===== config.mk =====
export PLATFORM = sky130hd
export DESIGN_NAME = timer_control_fsm
export DESIGN_NICKNAME = d
export VERILOG_FILES = /design/src/rtl/timer_control_fsm.sv
export SDC_FILE = /design/constraint.sdc
export NUM_CORES = 1
export LEC_CHECK = 0
export ABC_AREA = 1
export ABC_CLOCK_PERIOD_IN_PS = 1200
export CAP_MARGIN = 20
export CORE_MARGIN = 3
export CORE_UTILIZATION = 53
export DETAILED_ROUTE_END_ITERATION = 8
export DONT_BUFFER_PORTS = 1
export PLACE_DENSITY = 0.71
export SYNTH_ARGS = -nofsm -noshare
export SYNTH_HDL_FRONTEND = slang
export SYNTH_SLANG_ARGS = --single-unit

===== constraint.sdc =====
create_clock -name clockSignal -period 1.2 [get_ports clockSignal]
set_input_delay 0.3 -clock clockSignal [delete_from_list [all_inputs] [get_ports clockSignal]]
set_output_delay 0.3 -clock clockSignal [all_outputs]
set_load 0.05 [all_outputs]

===== src/rtl/timer_control_fsm.sv =====
// Control sequencer for the stopwatch/timer/clock/alarm datapath: button front end, mode FSM, strobes, bell.
// Optional bell auto-timeout is enabled by defining TIMER_CTRL_RING_TIMEOUT_EN.
module timer_control_fsm #(
    parameter int RING_TICKS = 3000,
    parameter int RING_W     = 12
) (
    input  logic       clockSignal,
    input  logic       resetN,
    input  logic       tick100,
    input  logic       modeInput,
    input  logic       set,
    input  logic       startOrStop,
    input  logic       splitOrReset,
    input  logic       countdownZero,
    input  logic       alarmMatch,
    output logic [1:0] mode,
    output logic       countdownLoad,
    output logic       countdownRun,
    output logic       stopwatchRun,
    output logic       lapCapture,
    output logic       stopwatchClear,
    output logic       clockLoad,
    output logic       alarmLoad,
    output logic       alarmArmed,
    output logic       ringSound
);

    typedef enum logic [1:0] {
        MODE_TIMER = 2'b00,
        MODE_SW    = 2'b01,
        MODE_CLOCK = 2'b10,
        MODE_ALARM = 2'b11
    } mode_t;

    if ((64'd1 << RING_W) <= 64'(RING_TICKS)) begin : g_ring_w_check
        $error("RING_W too narrow for RING_TICKS");
    end

    mode_t      state_q, state_d;
    logic [3:0] sync1_q, sync2_q, prev_q;
    logic [3:0] edges;
    logic       match_q, match_d_q;
    logic       load_q, crun_q, srun_q, lap_q, clr_q, clkld_q, aload_q, armed_q, ring_q;
    logic       load_d, crun_d, srun_d, lap_d, clr_d, clkld_d, aload_d, armed_d, ring_d;
    logic       ev_mode, ev_set, ev_ss, ev_sr, any_edge;
    logic       expire, alarm_hit, trigger;

    // Button vector order {modeInput, set, startOrStop, splitOrReset} doubles as priority order.
    assign edges    = sync2_q & ~prev_q;
    assign ev_mode  = edges[3];
    assign ev_set   = edges[2] & ~edges[3];
    assign ev_ss    = edges[1] & ~|edges[3:2];
    assign ev_sr    = edges[0] & ~|edges[3:1];
    assign any_edge = |edges;

    assign expire    = crun_q & countdownZero & tick100;
    assign alarm_hit = match_q & ~match_d_q & armed_q;
    assign trigger   = expire | alarm_hit;

`ifdef TIMER_CTRL_RING_TIMEOUT_EN
    logic [RING_W-1:0] ring_cnt_q, ring_cnt_d;

    always_ff @(posedge clockSignal or negedge resetN) begin
        if (!resetN) begin
            ring_cnt_q <= '0;
        end else begin
            ring_cnt_q <= ring_cnt_d;
        end
    end
`endif

    // State register: mode FSM plus every registered output and front-end flop.
    always_ff @(posedge clockSignal or negedge resetN) begin
        if (!resetN) begin
            state_q   <= MODE_TIMER;
            sync1_q   <= '0;
            sync2_q   <= '0;
            prev_q    <= '0;
            match_q   <= 1'b0;
            match_d_q <= 1'b0;
            load_q    <= 1'b0;
            crun_q    <= 1'b0;
            srun_q    <= 1'b0;
            lap_q     <= 1'b0;
            clr_q     <= 1'b0;
            clkld_q   <= 1'b0;
            aload_q   <= 1'b0;
            armed_q   <= 1'b0;
            ring_q    <= 1'b0;
        end else begin
            state_q   <= state_d;
            sync1_q   <= {modeInput, set, startOrStop, splitOrReset};
            sync2_q   <= sync1_q;
            prev_q    <= sync2_q;
            match_q   <= alarmMatch;
            match_d_q <= match_q;
            load_q    <= load_d;
            crun_q    <= crun_d;
            srun_q    <= srun_d;
            lap_q     <= lap_d;
            clr_q     <= clr_d;
            clkld_q   <= clkld_d;
            aload_q   <= aload_d;
            armed_q   <= armed_d;
            ring_q    <= ring_d;
        end
    end

    // Next-state logic: a ringing bell swallows edges; triggers are applied last so they win.
    always_comb begin
        state_d = state_q;
        load_d  = 1'b0;
        lap_d   = 1'b0;
        clr_d   = 1'b0;
        clkld_d = 1'b0;
        aload_d = 1'b0;
        crun_d  = crun_q;
        srun_d  = srun_q;
        armed_d = armed_q;
        ring_d  = ring_q;
`ifdef TIMER_CTRL_RING_TIMEOUT_EN
        ring_cnt_d = ring_cnt_q;
`endif

        if (ring_q) begin
            if (any_edge) begin
                ring_d = 1'b0;
            end
        end else if (ev_mode) begin
            state_d = mode_t'(state_q + 2'd1);
        end else begin
            case (state_q)
                MODE_TIMER: begin
                    if (ev_set || ev_sr) begin
                        load_d = 1'b1;
                        crun_d = 1'b0;
                    end else if (ev_ss && !(countdownZero && !crun_q)) begin
                        crun_d = ~crun_q;
                    end
                end
                MODE_SW: begin
                    if (ev_ss) begin
                        srun_d = ~srun_q;
                    end else if (ev_sr) begin
                        lap_d = srun_q;
                        clr_d = ~srun_q;
                    end
                end
                MODE_CLOCK: begin
                    clkld_d = ev_set;
                end
                MODE_ALARM: begin
                    if (ev_set) begin
                        aload_d = 1'b1;
                        armed_d = 1'b1;
                    end else if (ev_ss) begin
                        armed_d = ~armed_q;
                    end
                end
                default: state_d = MODE_TIMER;
            endcase
        end

`ifdef TIMER_CTRL_RING_TIMEOUT_EN
        if (ring_q && tick100) begin
            ring_cnt_d = ring_cnt_q + RING_W'(1);
            if (ring_cnt_q == RING_W'(RING_TICKS - 1)) begin
                ring_d = 1'b0;
            end
        end
        if (trigger) begin
            ring_cnt_d = '0;
        end
`endif

        if (expire) begin
            crun_d = 1'b0;
        end
        if (trigger) begin
            ring_d = 1'b1;
        end
    end

    always_comb begin
        mode           = state_q;
        countdownLoad  = load_q;
        countdownRun   = crun_q;
        stopwatchRun   = srun_q;
        lapCapture     = lap_q;
        stopwatchClear = clr_q;
        clockLoad      = clkld_q;
        alarmLoad      = aload_q;
        alarmArmed     = armed_q;
        ringSound      = ring_q;
    end

endmodule

==> results of run 1 <==
[state kept, by name, indices dropped and copies added (netlist names), 2 cells and up]
name and count:
sync2_q 4, prev_q 4, sync1_q 4, mode 2
[logic make-up (layout without fill, tap and decap cells)]
group	count (synthesis)	count (layout)	share of synthesized area [%]
buffers and inverters	15	36	5.76
adders and majority gates	4	4	5.12
and+or+nand+nor	40	40	22.3
xor gates and xnor gates	2	2	1.79
DFF	25	25	64.0
AOI/OAI and AO/OA	2	2	1.02
[power by group through the flow]
stage,combinational [uW],sequential [uW],clock [uW]
after floorplan,342,1480,0
after global placement,824,1200,0
after detailed placement,835,1210,0
after CTS,1030,1170,385
after global routing,1130,1190,416
final,1050,1170,365
[per-stage QoR]
step | instances | worst slack (ps) | hold WS [ps]
after floorplan | 88 | -34.5 | 4.41
after global placement | 118 | 103 | 4.96
after detailed placement | 118 | 44.2 | 5.01
after CTS | 131 | -45.5 | -362
after global routing | 133 | -82.9 | 219
final | 133 | -28.4 | 211
[metal layers]
metal | wire, um | vias to the layer above | track usage, %
met1 | 629 | 296 | 16.4
met5 | 0 | - | 0
met3 | 118 | 3 | 5.81
met2 | 673 | 23 | 20.4
li1 | - | 309 | -
met4 | 10 | 0 | 4.27
[path summary, 6_finish.rpt]
check,depth (start not counted),slack (ps),to
worst max-delay path,1,-30,mode[1]
worst max register to register,7,10,countdownRun
max in group asynchronous,2,660,stopwatchClear
worst min-delay path,2,210,ringSound
worst min register to register,0,360,sync2_q[0]
min in group asynchronous,2,390,prev_q[0]
[placed cells by master, fill, tap and decap left out, types with 2 or more instances in the layout]
| cell | instances |
|---|---|
| nor2_1 | 8 |
| dfrtp_1 | 17 |
| dfrtp_2 | 8 |
| buf_4 | 4 |
| dlygate4sd3_1 | 6 |
| nand3_2 | 2 |
| inv_2 | 4 |
| nand3_1 | 5 |
| ha_1 | 2 |
| clkbuf_4 | 3 |
| nand2_2 | 3 |
| inv_1 | 11 |
| nor2_4 | 2 |
| nor2_2 | 2 |
| a21oi_1 | 2 |
| buf_6 | 6 |
| nand2_1 | 13 |
[repair_timing]
action                     4_1_cts  5_1_grt
buffers inserted                 4        0
hold buffers                     5        2
setup endpoints to repair       11       10
gates resized for setup         12        1
hold endpoints to repair        30       25
pin swaps                        0        0
[final cells by class]
class / count / area share, %
tap: 24 / 2.41
multi-input combinational: 48 / 25.5
inverter: 15 / 4.51
sequential: 25 / 51.0
clock inverter: 1 / 0.602
timing repair buffer: 17 / 14.2
clock buffer: 3 / 1.81
==> flow_summary.toml, run 1 <==
[cells_and_area]
drive_gt1_share_pct = 37.6
final_design_area_no_fill_sq_um = 1250
regArea_sq_um = 636
final_nets = 123
antennaDiodeCount = 0
area_growth_pct = 27.7
multi_input_area_sq_um = 318
fin_util_pct = 77.4
nFillCells = 108

[worst_setup_path]
crit_chain = "buf_6"
cp-end-kind = "output port"
crit_buf_inv = 1
path_max_fanout = 3
crit_type = "reg2out"
critPathLaunch = "mode[1]"
critPathTopFamily = "flip-flops"
critPathLaunchType = "register"
slowest_delay_ps = 450
r2r-start = "mode[1]"
crit_required_ps = 900
critPathSlowestCell = "dfrtp_2"
arrival_ps = 930

[global_routing]
grt_usage_pct = 13.1
overflow = 0
grt_max_degree = 26
grt_pass1_wl_mm = 2.42
antenna_found_initial = 0
grt_pass1_vias = 587

[synth]
yosys_most_used_dff = "dfrtp_1"
synth_cells = 88
synth_edf_count = 0
netlist_area_sq_um = 977
synth.most_common_cell = "dfrtp_1"
synth_seq_cells = 25
yosysTopAreaCell = "dfrtp_1"
ys.warnings.count = 0
synth_cell_types = 19
synthTopCellsByCount = "dfrtp_1, inv_1, nand2_1"
ys_seq_area_share_pct = 64.0
postSynthAreaPerCell_sq_um = 11.1
syn_nets = 101
async_flop_share_pct = 100
yosys-top-cells-area = "dfrtp_1, inv_1, ha_1"
synth_top_area_share_pct = 64.0

[hold_path]
hold_class = "in2reg"
min_from = "countdownZero"

[detailed_routing]
drc = 0
viasPerCell = 4.74
ant_nets = 0
initialDrtViolationCount = 7
wl_per_cell_um = 10.8
firstDrtPassIters = 4
totalWireLength_mm = 1.43
num_vias = 631

[placed_design]
globalplace.congestion = 0.735
hpwl_um = 982
io_buffer_count = 0
dpl_cell_area_sq_um = 1080

[sta]
fmax_mhz = 814
rsz0062_at_grt = "true"
tightest_slew_ps = 296
fin_crit_sh_pct = 102
slew_viol_final = 0
slew_headroom_pct = 80.3
fin_setup_tns_ps = -57.9
setup_ws_ps = -28.4
hold_violations = 0
setup_viol = 3
skew_ps = 6.66
fin_crit_ps = 1230

[clocking]
clk_pin_slew_ps = 130
clockRootBuffer = "clkbuf_4"
clock_latency_ps = 320
cts_sinks = 25
cts_max_path_buffers = 2
numCtsBuffers = 3
htree_levels = 1
cts_tree = "built"

[die]
rows = 14
fp.dieArea_sq_um = 2400
die_w_um = 48.9
die_y_um = 48.9
io_pins = 20
fp.coreArea_sq_um = 1610
initial_core_util_pct = 60.6

[power]
pwr-share-comb_pct = 40.7
leakage_uw = 0.000613
power.internal_uw = 1530
pwr-share-seq_pct = 45.2
clkPwrFrac_pct = 14.1
powerDensity_nw_per_um2 = 2080
p_sw_share_pct = 41.1
total_power_uw = 2590
ir_drop_uv = 1390
switchingPower_uw = 1070

[run_status]
status = "finished, violations left"
violations = "setup timing"

[run]
max_cap_violations = 0
Power figures use the tool's default switching activity.
==> inputs of run 2 (changes only) <==
- CORE_ASPECT_RATIO: not set -> 0.9
- CORE_UTILIZATION: 53 -> 40
- PLACE_DENSITY: 0.71 -> not set
==> run 2 against run 1 <==
Net effect: clock skew increased by 2.2 ps; largest power group unchanged; largest cell class unchanged; flip-flop and latch count did not move; die area is 28% higher; the flow still finishes with violations (setup timing); cell count grew 2.3%; sequential share of layout area is 0.10 points lower; highest routed layer unchanged; utilization down 22 points.
==> flow_summary.toml, run 2 (synthesized netlist as in run 1, its figures left out) <==
[sta]
fin_crit_sh_pct = 104
slew_viol_final = 0
rsz0062_at_grt = "true"
fmax_mhz = 802
setup_viol = 6
skew_ps = 8.90
hold_violations = 0
fin_crit_ps = 1250
setup_ws_ps = -46.8
tightest_slew_ps = 306
slew_headroom_pct = 79.6

[worst_setup_path]
r2r-start = "mode[0]"
worstReg2RegEnd = "alarmArmed"
path_max_fanout = 4
cp-end-kind = "output port"
critPathLaunchType = "register"
critPathTopFamily = "flip-flops"
crit_buf_inv = 1
slowest_delay_ps = 460
regToRegSetupSlack_ps = -10
critPathSlowestCell = "dfrtp_2"
crit_type = "reg2out"
reg2reg_depth = 6
crit_chain = "buf_6"
critPathLaunch = "mode[1]"
arrival_ps = 950
crit_required_ps = 900

[clocking]
numCtsBuffers = 3
cts_sinks = 25
clock_latency_ps = 320
clockRootBuffer = "clkbuf_4"
cts_max_path_buffers = 2
htree_levels = 1
clk_pin_slew_ps = 140
cts_tree = "built"

[global_routing]
grt_pass1_vias = 635
grt_pass1_wl_mm = 2.62
antenna_found_initial = 0
overflow = 0
grt_max_degree = 26
grt_usage_pct = 12.1

[hold_path]
hold_class = "in2reg"
min_from = "countdownZero"
whs_path_depth = 2
holdPathEnd = "ringSound"

[placed_design]
place_inst = 121
io_buffer_count = 0
hpwl_mm = 1.09
globalplace.congestion = 0.745
dpl_cell_area_sq_um = 1080

[power]
powerDensity_nw_per_um2 = 2090
total_power_uw = 2610
leakage_uw = 0.000619
ir_drop_uv = 1200

[detailed_routing]
wl_per_cell_um = 11.5
drc = 0
viasPerCell = 4.51
initialDrtViolationCount = 10
ant_nets = 0
firstDrtPassIters = 5
totalWireLength_mm = 1.56
num_vias = 613

[die]
fp.dieArea_sq_um = 3070
fp.coreArea_sq_um = 2240
io_pins = 20
rows = 16
die_y_um = 52.9
die_w_um = 58.1
initial_core_util_pct = 43.6

[cells_and_area]
final_design_area_no_fill_sq_um = 1250
area_growth_pct = 27.9
final_cell_mix = "dfrtp_1, nand2_1, inv_1, nor2_1, dfrtp_2"
layout.cells.non_filler = 136
final_nets = 123
reg_top3 = "prev_q x4, sync1_q x4, sync2_q x4"
drive_gt1_share_pct = 36.7
antennaDiodeCount = 0
final_common_cell = "dfrtp_1"

[run_status]
status = "finished, violations left"
violations = "setup timing"

[run]
max_cap_violations = 0
## run 2: changes by cell type in the layout (fill, tap and decap cells not counted), sizes merged
cell      before  now
clkinvlp       1    0
inv           15   16
## run 2: worst max path at each step
| stage | cells past startpoint | slack (ps) | endpoint |
|---|---|---|---|
| 2_1_floorplan | 7 | -30 | countdownRun |
| 3_3_place_gp | 7 | 100 | countdownRun |
| 3_5_place_dp | 7 | 60 | countdownRun |
| 4_1_cts | 1 | -70 | mode[1] |
| 5_1_grt | 1 | -100 | mode[1] |
| 6_report | 1 | -50 | mode[1] |
## run 2: repair_timing
item                       4_1_cts  5_1_grt
buffers inserted                 3        1
hold buffers                     7        0
hold endpoints to repair        30        0
setup endpoints to repair       11        9
resized for setup               12        0
## run 2: routing by layer
metal	vias to the layer above	track usage [%]	share of wire, %
li1	309	-	-
met1	277	13.2	47
met2	25	20.1	44
met3	2	5.12	7.8
met4	0	5.79	1.1
met5	-	0	0
## run 2: cell type report
class / instances / area [sq um]
tap: 27 / 33.8
fill: 198 / 992
inverter: 15 / 56.3
timing repair buffer: 17 / 178
clock buffer: 3 / 22.5
clock inverter: 1 / 8.76
sequential: 25 / 636
multi-input combinational: 48 / 315
## run 2: power breakdown
part / internal [uW] / switching [uW] / total (uW) / leakage (uW)
Clock: 136 / 259 / 395 / 0.0000183
Sequential: 983 / 198 / 1180 / 0.000293
Combinational: 408 / 628 / 1040 / 0.000307
## run 2: per-stage QoR
stage / utilization (%) / hold slack [ps] / setup slack [ps] / TNS [ps]
floorplan: - / 4.41 / -34.5 / -34.5
global placement: 48.2 / 5.14 / 100 / 0
detailed placement: 48.2 / 5.16 / 55.9 / 0
CTS: 55.4 / 187 / -69.1 / -195
global route: 55.7 / 197 / -105 / -544
finish: 55.7 / 212 / -46.8 / -112
## run 2: worst reg2reg max path: stages, from the launching register on
cell and delay, ps:
dfrtp_2 460, buf_4 150, ha_1 220, nand2_1 90
nor2_2 50, nor2_1 100, nand2_1 60
